`src/rtl/add_sub_fu_if.sv`:
```
`default_nettype none
// ============================================================================
// Module   : add_sub_fu_if
// Purpose  : Dispatch / result-bus bundle between a reservation station, the
//            add/sub unit and the CDB arbiter. ovf exists with ADD_SUB_FU_OVF_EN.
// Revision : 1.0 - initial release
// ============================================================================
interface add_sub_fu_if;
    logic        despacho;
    logic [15:0] Valor1;
    logic [15:0] Valor2;
    logic [2:0]  OP;
    logic [2:0]  ID_in;
    logic        confirma;
    logic        busy;
    logic        cdb_req;
    logic        cdb_grant;
    logic [18:0] CDB;
`ifdef ADD_SUB_FU_OVF_EN
    logic        ovf;

    modport master (
        output despacho, Valor1, Valor2, OP, ID_in, cdb_grant,
        input  confirma, busy, cdb_req, CDB, ovf
    );

    modport slave (
        input  despacho, Valor1, Valor2, OP, ID_in, cdb_grant,
        output confirma, busy, cdb_req, CDB, ovf
    );
`else
    modport master (
        output despacho, Valor1, Valor2, OP, ID_in, cdb_grant,
        input  confirma, busy, cdb_req, CDB
    );

    modport slave (
        input  despacho, Valor1, Valor2, OP, ID_in, cdb_grant,
        output confirma, busy, cdb_req, CDB
    );
`endif
endinterface
`default_nettype wire

```
`src/rtl/add_sub_fu.sv`:
```
`default_nettype none
// ============================================================================
// Module   : add_sub_fu
// Purpose  : 16-bit add/sub functional unit, 2-cycle execute, 2-entry CDB
//            result FIFO. Define ADD_SUB_FU_OVF_EN to add the ovf output.
// Revision : 1.0 - initial release
// ============================================================================
module add_sub_fu (
    input  wire logic        CLK,
    input  wire logic        CLR,
    add_sub_fu_if.slave      bus
);

    localparam int unsigned c_data_w = 16;
    localparam int unsigned c_tag_w  = 3;
`ifdef ADD_SUB_FU_OVF_EN
    localparam int unsigned c_entry_w = c_tag_w + c_data_w + 1;
`else
    localparam int unsigned c_entry_w = c_tag_w + c_data_w;
`endif

    typedef enum logic [1:0] {
        IDLE = 2'd0,
        EXEC = 2'd1,
        HOLD = 2'd2
    } state_t;

    state_t                              r_state_q,    w_state_d;
    logic                                r_cnt_q,      w_cnt_d;
    logic [c_data_w-1:0]                 r_a_q,        w_a_d;
    logic [c_data_w-1:0]                 r_b_q,        w_b_d;
    logic                                r_sub_q,      w_sub_d;
    logic [c_tag_w-1:0]                  r_tag_q,      w_tag_d;
    logic                                r_confirma_q, w_confirma_d;
    logic [1:0][c_entry_w-1:0]           r_fifo_q,     w_fifo_d;
    logic                                r_rd_q,       w_rd_d;
    logic                                r_wr_q,       w_wr_d;
    logic [1:0]                          r_count_q,    w_count_d;
    logic [c_tag_w+c_data_w-1:0]         r_cdb_q,      w_cdb_d;
`ifdef ADD_SUB_FU_OVF_EN
    logic                                r_ovf_q,      w_ovf_d;
    logic                                w_ovf;
`endif

    logic                                w_accept;
    logic                                w_pop;
    logic                                w_push;
    logic                                w_full;
    logic [c_data_w-1:0]                 w_res;
    logic [c_entry_w-1:0]                w_entry;

    assign w_res    = r_sub_q ? (r_a_q - r_b_q) : (r_a_q + r_b_q);
    assign w_full   = (r_count_q == 2'd2);
    assign w_pop    = (r_count_q != 2'd0) && bus.cdb_grant;
    assign w_accept = bus.despacho && (r_state_q == IDLE) && !r_confirma_q;

`ifdef ADD_SUB_FU_OVF_EN
    // Signed overflow: operands (second one inverted for SUB) agree in sign, result does not.
    assign w_ovf   = ((r_a_q[c_data_w-1] == (r_b_q[c_data_w-1] ^ r_sub_q)) &&
                      (w_res[c_data_w-1] != r_a_q[c_data_w-1]));
    assign w_entry = {w_ovf, r_tag_q, w_res};
`else
    assign w_entry = {r_tag_q, w_res};
`endif

    always_comb begin
        w_state_d    = r_state_q;
        w_cnt_d      = r_cnt_q;
        w_a_d        = r_a_q;
        w_b_d        = r_b_q;
        w_sub_d      = r_sub_q;
        w_tag_d      = r_tag_q;
        w_confirma_d = 1'b0;
        w_fifo_d     = r_fifo_q;
        w_rd_d       = r_rd_q;
        w_wr_d       = r_wr_q;
        w_count_d    = r_count_q;
        w_cdb_d      = '0;
        w_push       = 1'b0;
`ifdef ADD_SUB_FU_OVF_EN
        w_ovf_d      = 1'b0;
`endif

        case (r_state_q)
            IDLE: begin
                if (w_accept) begin
                    w_a_d        = bus.Valor1;
                    w_b_d        = bus.Valor2;
                    w_sub_d      = (bus.OP == 3'b001);
                    w_tag_d      = bus.ID_in;
                    w_cnt_d      = 1'b0;
                    w_confirma_d = 1'b1;
                    w_state_d    = EXEC;
                end
            end
            EXEC: begin
                if (!r_cnt_q) begin
                    w_cnt_d = 1'b1;
                end else if (r_tag_q == '0) begin
                    w_state_d = IDLE;
                end else if (!w_full || w_pop) begin
                    w_push    = 1'b1;
                    w_state_d = IDLE;
                end else begin
                    w_state_d = HOLD;
                end
            end
            HOLD: begin
                if (w_pop) begin
                    w_push    = 1'b1;
                    w_state_d = IDLE;
                end
            end
            default: begin
                w_state_d = IDLE;
            end
        endcase

        // The broadcast register holds a popped entry for exactly one cycle.
        if (w_pop) begin
            w_cdb_d = r_fifo_q[r_rd_q][c_tag_w+c_data_w-1:0];
`ifdef ADD_SUB_FU_OVF_EN
            w_ovf_d = r_fifo_q[r_rd_q][c_entry_w-1];
`endif
            w_rd_d  = ~r_rd_q;
        end
        if (w_push) begin
            w_fifo_d[r_wr_q] = w_entry;
            w_wr_d           = ~r_wr_q;
        end
        case ({w_push, w_pop})
            2'b10:   w_count_d = r_count_q + 2'd1;
            2'b01:   w_count_d = r_count_q - 2'd1;
            default: w_count_d = r_count_q;
        endcase
    end

    always_ff @(posedge CLK) begin
        if (CLR) begin
            r_state_q    <= IDLE;
            r_cnt_q      <= 1'b0;
            r_a_q        <= '0;
            r_b_q        <= '0;
            r_sub_q      <= 1'b0;
            r_tag_q      <= '0;
            r_confirma_q <= 1'b0;
            r_fifo_q     <= '0;
            r_rd_q       <= 1'b0;
            r_wr_q       <= 1'b0;
            r_count_q    <= 2'd0;
            r_cdb_q      <= '0;
`ifdef ADD_SUB_FU_OVF_EN
            r_ovf_q      <= 1'b0;
`endif
        end else begin
            r_state_q    <= w_state_d;
            r_cnt_q      <= w_cnt_d;
            r_a_q        <= w_a_d;
            r_b_q        <= w_b_d;
            r_sub_q      <= w_sub_d;
            r_tag_q      <= w_tag_d;
            r_confirma_q <= w_confirma_d;
            r_fifo_q     <= w_fifo_d;
            r_rd_q       <= w_rd_d;
            r_wr_q       <= w_wr_d;
            r_count_q    <= w_count_d;
            r_cdb_q      <= w_cdb_d;
`ifdef ADD_SUB_FU_OVF_EN
            r_ovf_q      <= w_ovf_d;
`endif
        end
    end

    assign bus.confirma = r_confirma_q;
    assign bus.busy     = (r_state_q != IDLE) || r_confirma_q;
    assign bus.cdb_req  = (r_count_q != 2'd0);
    assign bus.CDB      = r_cdb_q;
`ifdef ADD_SUB_FU_OVF_EN
    assign bus.ovf      = r_ovf_q;
`endif

endmodule
`default_nettype wire

```
`src/flat_wrapper.sv`:
```
// flat-port wrapper written by rule: the top's interface ports become plain ports
module add_sub_fu_flat 
  (CLK, CLR, bus_despacho, bus_Valor1, bus_Valor2, bus_OP, bus_ID_in, bus_cdb_grant, bus_confirma, bus_busy, bus_cdb_req, bus_CDB);
  add_sub_fu_if bus_i ();
  input  wire logic CLK;
  input  wire logic CLR;
  input wire logic [$bits(bus_i.despacho)-1:0] bus_despacho;
  input wire logic [$bits(bus_i.Valor1)-1:0] bus_Valor1;
  input wire logic [$bits(bus_i.Valor2)-1:0] bus_Valor2;
  input wire logic [$bits(bus_i.OP)-1:0] bus_OP;
  input wire logic [$bits(bus_i.ID_in)-1:0] bus_ID_in;
  input wire logic [$bits(bus_i.cdb_grant)-1:0] bus_cdb_grant;
  output wire logic [$bits(bus_i.confirma)-1:0] bus_confirma;
  output wire logic [$bits(bus_i.busy)-1:0] bus_busy;
  output wire logic [$bits(bus_i.cdb_req)-1:0] bus_cdb_req;
  output wire logic [$bits(bus_i.CDB)-1:0] bus_CDB;
  assign bus_i.despacho = bus_despacho;
  assign bus_i.Valor1 = bus_Valor1;
  assign bus_i.Valor2 = bus_Valor2;
  assign bus_i.OP = bus_OP;
  assign bus_i.ID_in = bus_ID_in;
  assign bus_i.cdb_grant = bus_cdb_grant;
  assign bus_confirma = bus_i.confirma;
  assign bus_busy = bus_i.busy;
  assign bus_cdb_req = bus_i.cdb_req;
  assign bus_CDB = bus_i.CDB;
  add_sub_fu u_core (.CLK(CLK), .CLR(CLR), .bus(bus_i));
endmodule
```
`config.mk`:
```
export PLATFORM = sky130hd
export DESIGN_NAME = add_sub_fu_flat
export DESIGN_NICKNAME = d
export VERILOG_FILES = /design/src/rtl/add_sub_fu_if.sv /design/src/rtl/add_sub_fu.sv /design/src/flat_wrapper.sv
export SDC_FILE = /design/constraint.sdc
export NUM_CORES = 1
export LEC_CHECK = 0
export CAP_MARGIN = 20
export CORE_MARGIN = 2
export CORE_UTILIZATION = 27
export CTS_BUF_LIST = sky130_fd_sc_hd__clkbuf_4 sky130_fd_sc_hd__clkbuf_8
export DETAILED_ROUTE_END_ITERATION = 8
export GPL_ROUTABILITY_DRIVEN = 0
export GPL_TIMING_DRIVEN = 1
export PLACE_DENSITY = 0.51
export REMOVE_ABC_BUFFERS = 1
export SYNTH_ARGS = -nofsm -noshare
export SYNTH_HDL_FRONTEND = slang
export SYNTH_SLANG_ARGS = --single-unit
```
`constraint.sdc`:
```
create_clock -name CLK -period 6.9 [get_ports CLK]
set_input_delay 1.725 -clock CLK [delete_from_list [all_inputs] [get_ports CLK]]
set_output_delay 1.725 -clock CLK [all_outputs]
set_load 0.01 [all_outputs]
```
======== Word-level counts from Yosys, hierarchy flattened ========
Cells that the tools add are included.
storage, ports and cells
  flip-flop bits (word level) ............. 101
  bits in latches ......................... 0
  bits in writable memories ............... 0
  ROM bits ................................ 0
  input bits .............................. 42
  output and inout bits ................... 22
  memories kept ........................... 0
cells by class
  add/sub/neg operators ................... 4
  multiply operators ...................... 0
  div/mod/pow operators ................... 0
  order comparisons ....................... 3
  eq/ne operators ......................... 9
  shift operators ......................... 0
  multiplexer cells ....................... 21
  bitwise gates (word level) .............. 4
  reductions and logical operators ........ 19
operators by type and width
  operator                                                     number
  2-to-1 mux 19 bit                                            3
  bitwise mux 38 bit                                           1
  demux 19 bit (select 1 bit)                                  1
  adder 16 bit                                                 1
  2-to-1 mux 16 bit                                            1
  subtractor 16 bit                                            1
  2-to-1 mux 2 bit                                             5
  nonzero test 2 bit                                           4
  == test 2 bit (second input constant)                        3
  2-to-1 mux 1 bit                                             6
  != test 2 x 1 -> 1 bit (second input constant)               3
  case mux 2 bit (3 select lines)                              1
  == test 2 x 1 -> 1 bit (second input constant)               2
  logical AND 1 bit                                            4
  less-than comparator 1 x 2 -> 1 bit (second input constant)  2
  NOT 1 bit                                                    4
  case mux 1 bit (2 select lines)                              2
  case mux 2 bit (2 select lines)                              1
  AND reduction 2 bit                                          2
  OR reduction 2 bit                                           2
  == test 3 x 1 -> 1 bit (second input constant)               1
  logical NOT 3 bit                                            1
  AND reduction 3 bit                                          1
  adder 2 x 1 -> 2 bit (second input constant)                 1
  5 further kinds                                              7

======== Depth between registers and ports, before layout ========
Gate-level depths: netlist of the first run.
  depth after elaboration ................. 9
  depth in mapped cells ................... 13
  gate-level depth less buffers ........... 12

======== Worst setup path before layout of the first run ========
No wires, ideal clock.
  kind .................................... input to register
  start point ............................. in bus_cdb_grant
  end point ............................... reg u_core.r_count_q[1]
  library setup time ...................... 70 ps
  arrival time ............................ 3,178 ps
  data required time ...................... 6,830 ps
  slack ................................... 3,652 ps
  stages .................................. 6
  buffers on the path ..................... 0
  cell sequence ........................... or3b_1 a32o_2 nand2_4 ha_1 or3_1 a21oi_1
on the way
  cells in the longest elaborated chain, start to end .. 8
  elaborated cells on any way between the ends .. 11
  those cells by class .................... eq/ne: 2; mux: 6; reduce/logical: 3
RTL lines
  what                                                                   RTL line            text
  start, declared                                                        flat_wrapper.sv:12  input wire logic [$bits(bus_i.cdb_grant)-1:0] bus_cdb_grant;
  logical AND 1 bit (*)                                                  add_sub_fu.sv:54    assign w_pop = (r_count_q != 2'd0) && bus.cdb_grant;
  logical OR 1 bit                                                       add_sub_fu.sv:101   end else if (!w_full || w_pop) begin
  2-to-1 mux 1 bit                                                       add_sub_fu.sv:101
  2-to-1 mux 1 bit                                                       add_sub_fu.sv:99    end else if (r_tag_q == '0) begin
  2-to-1 mux 1 bit                                                       add_sub_fu.sv:97    if (!r_cnt_q) begin
  case mux 1 bit (2 select lines)                                        add_sub_fu.sv:84    case (r_state_q)
  == test 2 x 1 -> 1 bit or == test 2 bit (tied branches)                add_sub_fu.sv:131   case ({w_push, w_pop})
  case mux 2 bit (2 select lines) or nonzero test 2 bit (tied branches)  -
  end signal, assigned                                                   add_sub_fu.sv:166   r_count_q <= w_count_d;
  end, declared                                                          add_sub_fu.sv:38    logic [1:0] r_count_q, w_count_d;
Mark *: on every way between the ends. The rest lies on a longest branch, timed or not.
A chain may end at the register's enable or synchronous reset.

======== Worst setup path after layout of the first run ========
  start point ............................. reg u_core.r_b_q[2]
  end point ............................... reg u_core.r_fifo_q[34] in the netlist's numbering
on the way
  cells in the longest elaborated chain, start to end .. 3
  elaborated cells on any way between the ends .. 4
  those cells by class .................... add/sub: 2; mux: 2
RTL lines
  what                                               RTL line           text
  start, declared                                    add_sub_fu.sv:31   logic [c_data_w-1:0] r_b_q, w_b_d;
  start signal, assigned                             add_sub_fu.sv:159  r_b_q <= w_b_d;
  adder 16 bit or subtractor 16 bit (tied branches)  add_sub_fu.sv:52   assign w_res = r_sub_q ? (r_a_q - r_b_q) : (r_a_q + r_b_q);
  2-to-1 mux 16 bit (*)                              add_sub_fu.sv:52
  bitwise mux 38 bit (*)                             add_sub_fu.sv:128  w_fifo_d[r_wr_q] = w_entry;
  end signal, assigned                               add_sub_fu.sv:163  r_fifo_q <= w_fifo_d;
  end, declared                                      add_sub_fu.sv:35   logic [1:0][c_entry_w-1:0] r_fifo_q, w_fifo_d;
Marks and branches as above.

==> qor.txt, run 1 <==
Fraction of layout cells with a size suffix above 1 -> 5.26%
Die ar. -> 18400 um^2
# hold bufs at CTS -> 0
RSZ-0062 raised after global routing -> false
Largest net degree at the start of global routing -> 41
Worst vdd rail ir drop -> 0.108 mV
Residual DRC -> 0
CP Data Arrival Time -> 3930 ps
Ys async rst share -> 0%
Number of synthesized flops with an enable pin -> 0
Clock sink count -> 101
Via count -> 3739
DP HPWL -> 7680 um
MaxCap Viol Count -> 0
P per Cell Area -> 289 nW/um^2
Critical path peak fanout -> 6
Slew Limit Fails -> 0
Status -> finished clean
Starting Density -> 27.4%
Skew final -> 11.1 ps
CTS buffer count -> 9
Diodes inserted -> 0
Overall routed net length -> 10500 um
Hold path cells -> 2
Sequential-to-total area share from yosys stat -> 43.1%
Power Total -> 1.65 mW
Clk slew on worst S/H paths -> 100 ps
Worst min-delay path class -> reg -> reg
Crit-path max cell delay -> 610 ps
Wire per inst -> 12.7 um
Mean post-synth cell area -> 8.45 um^2
I/O pin count -> 64
DRT antenna net count -> 0
R2R Path Start -> u_core.r_b_q[2]$_SDFFE_PP0P_
Reg2reg path depth -> 11
Synth warn -> 0
Slew at the pin with the worst max-slew slack -> 717 ps
Die width -> 136 um
Synthesized instance count -> 555
TNS Setup -> 0 ps
Most frequent CP cell -> o21ai_0
First-pass GRT wire length -> 18100 um
Worst Setup SP -> u_core.r_b_q[2]$_SDFFE_PP0P_
CP Capture Type -> flop
Post-route minimum period -> 3670 ps
Critical path, cell by cell -> nor4_1 > and2_1 > a21oi_1 > xnor2_1 > ha_1 > a21oi_1 > o21ai_0 > or4_1 > o21ai_0 > xnor2_1 > o21ai_0
DRT Pass-1 Iters -> 5
Startpoint Class -> flop
Die Ht -> 136 um
CTS root buf -> clkbuf_8
Grt ovf -> 0
Gr usage total -> 12.2%
Mapped cell area -> 4690 um^2
Area grow syn2layout -> 21.9%
P_leak -> 2.01 nW
Final setup vio count -> 0
Final Hold Viols -> 0
Min-delay src -> u_core.r_fifo_q[3]$_SDFFE_PP0P_
Clock Latency Late Sink -> 380 ps
CTS-repair resized insts -> 0
Rows -> 48
Critical path required time -> 7160 ps
Slowest cell on the critical path -> nor4_1
Final Net Count -> 666
Top_reg_cell synth -> dfxtp_1
Vias per cell -> 4.49
Post-synthesis register bit count -> 101
Maximum clock path buffer count -> 2
Fillcell total -> 1815
Post-CTS Setup Inserts -> 0
Critical path class -> reg -> reg
Vias in the first global route -> 3748
Initial DRC count -> 196
Final Cycle Share -> 53.2%
CTS tree -> done
Maximum clock frequency -> 273 MHz
Distinct cells, synth -> 59
H-tree levels -> 3
Number of buffers added on ports -> 63
Slew margin rel. -> 52.2%
Core Area -> 17100 um^2
Antenna violations before repair -> 0
Worst R2R Setup Slack -> 3230 ps
metal layers:
metal / part of all wire (%) / routed length, um / track usage [%] / vias to the layer above
li1: - / - / - / 2000
met1: 51 / 5410 / 16.3 / 1672
met2: 44 / 4620 / 19.3 / 54
met3: 3.0 / 317 / 2.39 / 13
met4: 1.9 / 196 / 5.21 / 0
met5: 0 / 0 / 0 / -
cell type report:
cell class	instances	area, um^2	share of cell area, %
clock inverter	6	86.3	1.51
multi-input combinational	410	2480	43.4
inverter	14	57.6	1.01
tap	225	282	4.93
timing repair buffer	67	656	11.5
clock buffer	10	131	2.30
sequential	101	2020	35.4
worst paths after layout:
| check | end |
|---|---|
| worst max-delay path | u_core.r_fifo_q[34]$_SDFFE_PP0P_ |
| worst min register to register | u_core.r_fifo_q[3]$_SDFFE_PP0P_ |
| worst min-delay path | u_core.r_fifo_q[3]$_SDFFE_PP0P_ |
| worst max register to register | u_core.r_fifo_q[34]$_SDFFE_PP0P_ |
sequential cells by signal, indices dropped and copies added (netlist names):
name                 count
u_core.bus.confirma      1
u_core.r_b_q            16
u_core.r_fifo_q         38
u_core.r_sub_q           1
u_core.r_count_q         2
u_core.r_a_q            16
u_core.r_rd_q            1
u_core.r_tag_q           3
u_core.r_cnt_q           1
u_core.r_wr_q            1
u_core.r_state_q         2
u_core.bus.CDB          19
Yosys cell counts, types with 4 or more instances:
library cell	instances	share of area (%)
o21ai_0	16	1.7
ha_1	20	5.3
a22o_1	10	1.9
a31oi_1	5	0.67
nor2_1	49	3.9
nand3_1	6	0.64
mux2i_1	20	4.3
clkbuf_1	24	1.9
nand2b_1	4	0.53
xor2_1	7	1.3
nand2_1	108	8.6
a21oi_1	70	7.5
xnor2_1	21	3.9
a21o_1	6	0.96
dfxtp_1	101	43
buf_2	4	0.43
nor4_1	4	0.53
nor3_1	6	0.64
inv_1	13	1.0
logic make-up (layout without fill, tap and decap cells):
group | after synthesis | after routing | share of synthesized area, %
buf+inv | 44 | 97 | 3.98
xor+xnor | 28 | 28 | 5.23
fa+ha+maj | 21 | 21 | 5.77
flops | 101 | 101 | 43.1
compound gates | 134 | 134 | 17.9
mux | 20 | 20 | 4.27
simple gates | 207 | 207 | 19.7
per-stage QoR:
stage | util (%) | setup WS, ps | cell area (um^2) | hold slack (ps) | cells
after floorplan | - | 3640 | 4560 | 425 | 525
after global placement | 32.1 | 3070 | 5500 | 434 | 817
after detailed placement | 32.1 | 3040 | 5500 | 445 | 817
after CTS | 33.4 | 3220 | 5720 | 463 | 833
after global routing | 33.4 | 2920 | 5720 | 482 | 833
final | 33.4 | 3230 | 5720 | 461 | 833
worst max-delay path: cells and delay by family (launching register included):
family	cells	cell delay (ps)
xor+xnor	2	380
flops	1	380
fa+ha+maj	1	360
simple gates	3	1360
compound gates	5	1050
layout by cell type (no fill, tap or decap), types with 4 or more instances in the layout:
master / n
nand2_1: 108
dfxtp_1: 101
a21oi_1: 70
clkdlybuf4s50_1: 62
nor2_1: 48
xnor2_1: 21
mux2i_1: 20
ha_1: 20
o21ai_0: 16
inv_1: 13
a22o_1: 10
clkbuf_8: 9
xor2_1: 7
nor3_1: 6
a21o_1: 6
nand3_1: 6
a31oi_1: 5
nor4_1: 4
nand2b_1: 4
buf_4: 4
where the power goes:
group	internal, mW	switching, mW
clock network	0.208	0.208
registers	0.615	0.0308
logic	0.242	0.345
total	1.07	0.584
Note: power is estimated with default switching activity, not from simulation.
==> run 2, diff against run 1 <==
--- a/config.mk
+++ b/config.mk
@@ -12,7 +12,7 @@
 export DETAILED_ROUTE_END_ITERATION = 8
 export GPL_ROUTABILITY_DRIVEN = 0
 export GPL_TIMING_DRIVEN = 1
-export PLACE_DENSITY = 0.51
+export PLACE_DENSITY = 0.53
 export REMOVE_ABC_BUFFERS = 1
 export SYNTH_ARGS = -nofsm -noshare
 export SYNTH_HDL_FRONTEND = slang
==> constraint.sdc (replaced) <==
create_clock -name CLK -period 3.3 [get_ports CLK]
set_input_delay 0.825 -clock CLK [delete_from_list [all_inputs] [get_ports CLK]]
set_output_delay 0.825 -clock CLK [all_outputs]
set_load 0.01 [all_outputs]
==> run 2 against run 1 <==
Sequential cell count is the same. Cell count grew 0.96%. Fmax grew 25%. Wire length grew 2.3%. Power grew 110%. Core utilization grew 0.30 points. Hold slack lost 1.8 ps. Critical path type unchanged. Critical endpoint is now u_core.r_fifo_q[31]$_SDFFE_PP0P_.
==> qor.txt, run 2 (synthesized netlist as in run 1, its figures left out) <==
Vias per cell -> 4.57
Core Area -> 17100 um^2
Slew at the pin with the worst max-slew slack -> 682 ps
P per Cell Area -> 590 nW/um^2
Die Ht -> 136 um
RSZ-0062 raised after global routing -> false
Wire per inst -> 12.8 um
Gr usage total -> 12.4%
Critical path peak fanout -> 5
Overall routed net length -> 10800 um
Commonest cells after routing, fill and taps aside -> 108 x nand2_1, 101 x dfxtp_1, 69 x a21oi_1, 62 x clkdlybuf4s50_1, 48 x nor2_1
Rows -> 48
P_leak -> 2.05 nW
I/O pin count -> 64
Biggest register -> u_core.r_fifo_q
Final Net Count -> 674
Slew Limit Fails -> 0
Largest net degree at the start of global routing -> 41
Grt ovf -> 0
Number of buffers added on ports -> 63
Critical path required time -> 3600 ps
TNS Setup -> 0 ps
Area grow syn2layout -> 23.0%
Clock Latency Late Sink -> 380 ps
Critical path class -> reg -> reg
Initial DRC count -> 302
Die width -> 136 um
Final setup vio count -> 0
Worst vdd rail ir drop -> 0.242 mV
Clk slew on worst S/H paths -> 90 ps
Maximum clock frequency -> 341 MHz
Startpoint Class -> flop
CP Capture Type -> flop
CTS buffer count -> 9
Final Hold Viols -> 0
Residual DRC -> 0
Largest register FFs -> 38
Die ar. -> 18400 um^2
Via count -> 3845
DP HPWL -> 7950 um
Status -> finished clean
Skew final -> 18.7 ps
Most common cell after layout, fill and taps aside -> nand2_1
Power Total -> 3.40 mW
First-pass GRT wire length -> 18100 um
DRT antenna net count -> 0
Antenna violations before repair -> 0
MaxCap Viol Count -> 0
Fin area -> 5770 um^2
DRT Pass-1 Iters -> 4
Maximum clock path buffer count -> 2
CP Data Arrival Time -> 3240 ps
Fraction of layout cells with a size suffix above 1 -> 6.82%
H-tree levels -> 3
Final Cycle Share -> 89.0%
CTS tree -> done
Diodes inserted -> 0
Vias in the first global route -> 3720
Post-DP Area -> 5560 um^2
Slew margin rel. -> 54.5%
Post-route minimum period -> 2940 ps
CTS root buf -> clkbuf_8
Worst min-delay path class -> reg -> reg
Starting Density -> 27.4%
Clock sink count -> 101
-- run 2: routing by layer --
metal / GRT usage (%) / vias to the layer above / wire (um)
li1: - / 2018 / -
met1: 16.4 / 1725 / 5280
met2: 19.5 / 93 / 4840
met3: 3.67 / 9 / 530
met4: 3.82 / 0 / 143
met5: 0 / - / 0
-- run 2: critical path, cell delays in order, from the launching register on --
cell and delay (ps):
dfxtp_1 410, inv_1 70, ha_1 230, a21oi_1 170, xnor2_1 150, ha_1 310
a21o_1 230, a221oi_2 400, nor2_1 170, o31a_1 330, o21a_1 200, o31ai_1 210
-- run 2: worst paths after layout --
check,from,endpoint,slack (ps),depth (start not counted)
hold / removal,u_core.r_fifo_q[6]$_SDFFE_PP0P_,u_core.r_fifo_q[6]$_SDFFE_PP0P_,460,2
hold reg to reg,u_core.r_fifo_q[6]$_SDFFE_PP0P_,u_core.r_fifo_q[6]$_SDFFE_PP0P_,460,2
setup / recovery,u_core.r_b_q[0]$_SDFFE_PP0P_,u_core.r_fifo_q[31]$_SDFFE_PP0P_,360,11
setup reg to reg,u_core.r_b_q[0]$_SDFFE_PP0P_,u_core.r_fifo_q[31]$_SDFFE_PP0P_,360,11
-- run 2: report_power, final --
part / switching (mW) / internal [mW] / total (mW)
clock: 0.429 / 0.350 / 0.779
sequential: 0.0651 / 1.29 / 1.35
combinational: 0.739 / 0.533 / 1.27
total: 1.23 / 2.17 / 3.40
-- run 2: repair_timing --
item | in CTS | in global routing
endpoints found under the setup margin | 0 | 2
buffers inserted | 0 | 0
resized for setup | 0 | 2
hold buffers | 0 | 0
-- run 2: through the flow --
step                instances  setup slack [ps]  utilization [%]  hold WS [ps]
CTS                       841               227             33.6           460
detailed placement        825               225             32.5           446
global route              841              22.0             33.7           476
global placement          825               246             32.5           438
finish                    841               364             33.7           459
floorplan                 525               348                -           425
-- run 2: area by class of cell --
cell class	count	area (um^2)
Sequential cell	101	2020
Multi-Input combinational cell	410	2490
Tap cell	225	282
Inverter	14	57.6
Clock buffer	13	173
Clock inverter	3	26.3
Timing Repair Buffer	75	716
Fill cell	1801	11300
==> run 3, diff against run 2 <==
--- a/config.mk
+++ b/config.mk
@@ -5,6 +5,7 @@
 export SDC_FILE = /design/constraint.sdc
 export NUM_CORES = 1
 export LEC_CHECK = 0
+export ABC_CLOCK_PERIOD_IN_PS = 3300
 export CAP_MARGIN = 20
 export CORE_MARGIN = 2
 export CORE_UTILIZATION = 27
@@ -12,6 +13,7 @@
 export DETAILED_ROUTE_END_ITERATION = 8
 export GPL_ROUTABILITY_DRIVEN = 0
 export GPL_TIMING_DRIVEN = 1
+export MAX_ROUTING_LAYER = met4
 export PLACE_DENSITY = 0.53
 export REMOVE_ABC_BUFFERS = 1
 export SYNTH_ARGS = -nofsm -noshare
==> run 3 against run 2 <==
Global-route usage increased by 0.35 points. First-iteration DRC count fell by 9.9%. Via count is 0.31% lower. Die area is the same. Register-to-register slack about the same. Hold slack barely moved. Critical path type unchanged. Combinational power hardly changed. Largest power group unchanged. Clock power about the same.
==> qor.txt, run 3 (synthesized netlist as in run 1, its figures left out) <==
Status -> finished clean
Critical path peak fanout -> 5
Overall routed net length -> 10800 um
Final setup vio count -> 0
MaxCap Viol Count -> 0
Biggest register -> u_core.r_fifo_q
Psw -> 1.23 mW
Critical path class -> reg -> reg
Slew at the pin with the worst max-slew slack -> 663 ps
Maximum clock path buffer count -> 2
Die width -> 136 um
Residual DRC -> 0
Critical path required time -> 3600 ps
Post-route minimum period -> 2940 ps
CTS tree -> done
Worst min-delay path class -> reg -> reg
CP top delay family -> compound AO/OA/AOI/OAI gates
Most common cell after layout, fill and taps aside -> nand2_1
Commonest cells after routing, fill and taps aside -> 108 x nand2_1, 101 x dfxtp_1, 69 x a21oi_1, 62 x clkdlybuf4s50_1, 48 x nor2_1
Gr usage total -> 12.7%
Clock Latency Late Sink -> 380 ps
Diodes inserted -> 0
Vias in the first global route -> 3713
Antenna violations before repair -> 0
Slowest cell on the critical path -> dfxtp_1
First-pass GRT wire length -> 18100 um
Clk slew on worst S/H paths -> 90 ps
Crit-path max cell delay -> 410 ps
P_leak -> 2.05 nW
Net Sw Frac -> 36.2%
Critical path, cell by cell -> inv_1 > ha_1 > a21oi_1 > xnor2_1 > ha_1 > a21o_1 > a221oi_2 > nor2_1 > o31a_1 > o21a_1 > o31ai_1
Final Net Count -> 674
Initial DRC count -> 272
P per Cell Area -> 590 nW/um^2
Die ar. -> 18400 um^2
Starting Density -> 27.4%
Startpoint Class -> flop
Number of buffers added on ports -> 63
Area of the multi-input gates -> 2490 um^2
Clock sink count -> 101
RSZ-0062 raised after global routing -> false
Placement Setup Slack -> 225 ps
TNS Setup -> 0 ps
Rows -> 48
Worst vdd rail ir drop -> 0.243 mV
Post-CTS Setup Inserts -> 0
Vias per cell -> 4.56
DRT antenna net count -> 0
CTS buffer count -> 9
I/O pin count -> 64
H-tree levels -> 3
CP Data Arrival Time -> 3240 ps
Core Area -> 17100 um^2
Setup slack after layout -> 355 ps
Pint -> 2.17 mW
Slew margin rel. -> 55.8%
DRT Pass-1 Iters -> 4
Largest net degree at the start of global routing -> 41
Fillcell total -> 1801
Worst R2R Setup Slack -> 360 ps
Sequential Power Share -> 39.7%
Combinational group share of total power -> 37.4%
Final Hold Viols -> 0
Die Ht -> 136 um
Skew final -> 19.2 ps
CP Capture Type -> flop
Buffers & Inverters on Critical Path -> 1
Wire per inst -> 12.8 um
CTS root buf -> clkbuf_8
Slew Limit Fails -> 0
DP HPWL -> 7950 um
Final Util -> 33.7%
Grt ovf -> 0
Sequential cell area -> 2020 um^2
Clock Power Share -> 22.9%
Via count -> 3833
Final Cycle Share -> 89.2%
Most frequent CP cell -> ha_1
Area grow syn2layout -> 23.0%
Fraction of layout cells with a size suffix above 1 -> 6.82%
Largest register FFs -> 38
Maximum clock frequency -> 340 MHz
-- run 3: cell counts in the layout (fill, tap and decap cells not counted) --
No cell type changed its count.
-- run 3: worst min-delay path, delay by kind of cell (launching register included) --
| family | cells | cell delay, ps |
|---|---|---|
| and+or+nand+nor | 1 | 50 |
| AOI/OAI and AO/OA | 1 | 50 |
| DFF | 1 | 320 |
-- run 3: repair_timing --
item	CTS	global route
gates resized for setup	0	2
hold buffers	0	0
setup endpoints to repair	0	2
-- run 3: routing by layer --
| metal | track usage, % | part of all wire [%] | vias to the layer above |
|---|---|---|---|
| met5 | - | 0 | - |
| li1 | - | - | 2017 |
| met4 | 3.82 | 0.84 | 0 |
| met2 | 19.6 | 45 | 87 |
| met3 | 3.63 | 4.7 | 6 |
| met1 | 16.3 | 49 | 1723 |
-- run 3: power by group through the flow --
stage,Combinational (mW),Clock (mW),Sequential (mW)
floorplan,0.901,0,1.36
global placement,1.24,0,1.38
detailed placement,1.26,0,1.38
CTS,1.27,0.811,1.35
global route,1.44,0.861,1.36
finish,1.27,0.778,1.35
-- run 3: final timing paths --
path         cells past startpoint                               end                             from
min                              2   u_core.r_fifo_q[6]$_SDFFE_PP0P_  u_core.r_fifo_q[6]$_SDFFE_PP0P_
max                             11  u_core.r_fifo_q[31]$_SDFFE_PP0P_     u_core.r_b_q[0]$_SDFFE_PP0P_
max reg2reg                     11  u_core.r_fifo_q[31]$_SDFFE_PP0P_     u_core.r_b_q[0]$_SDFFE_PP0P_
min reg2reg                      2   u_core.r_fifo_q[6]$_SDFFE_PP0P_  u_core.r_fifo_q[6]$_SDFFE_PP0P_
-- run 3: area by class of cell --
type / instances / area share (%)
Sequential cell: 101 / 35.1
Tap cell: 225 / 4.88
Timing Repair Buffer: 75 / 12.4
Inverter: 14 / 0.998
Multi-Input combinational cell: 410 / 43.2
Clock inverter: 3 / 0.456
Clock buffer: 13 / 2.99
-- run 3: through the flow --
stage	power, mW	std cells	hold slack [ps]	area (um^2)
finish	3.40	841	459	5770
global route	3.66	841	476	5770
CTS	3.43	841	460	5760
detailed placement	2.64	825	446	5560
global placement	2.62	825	438	5560
floorplan	2.26	525	425	4560
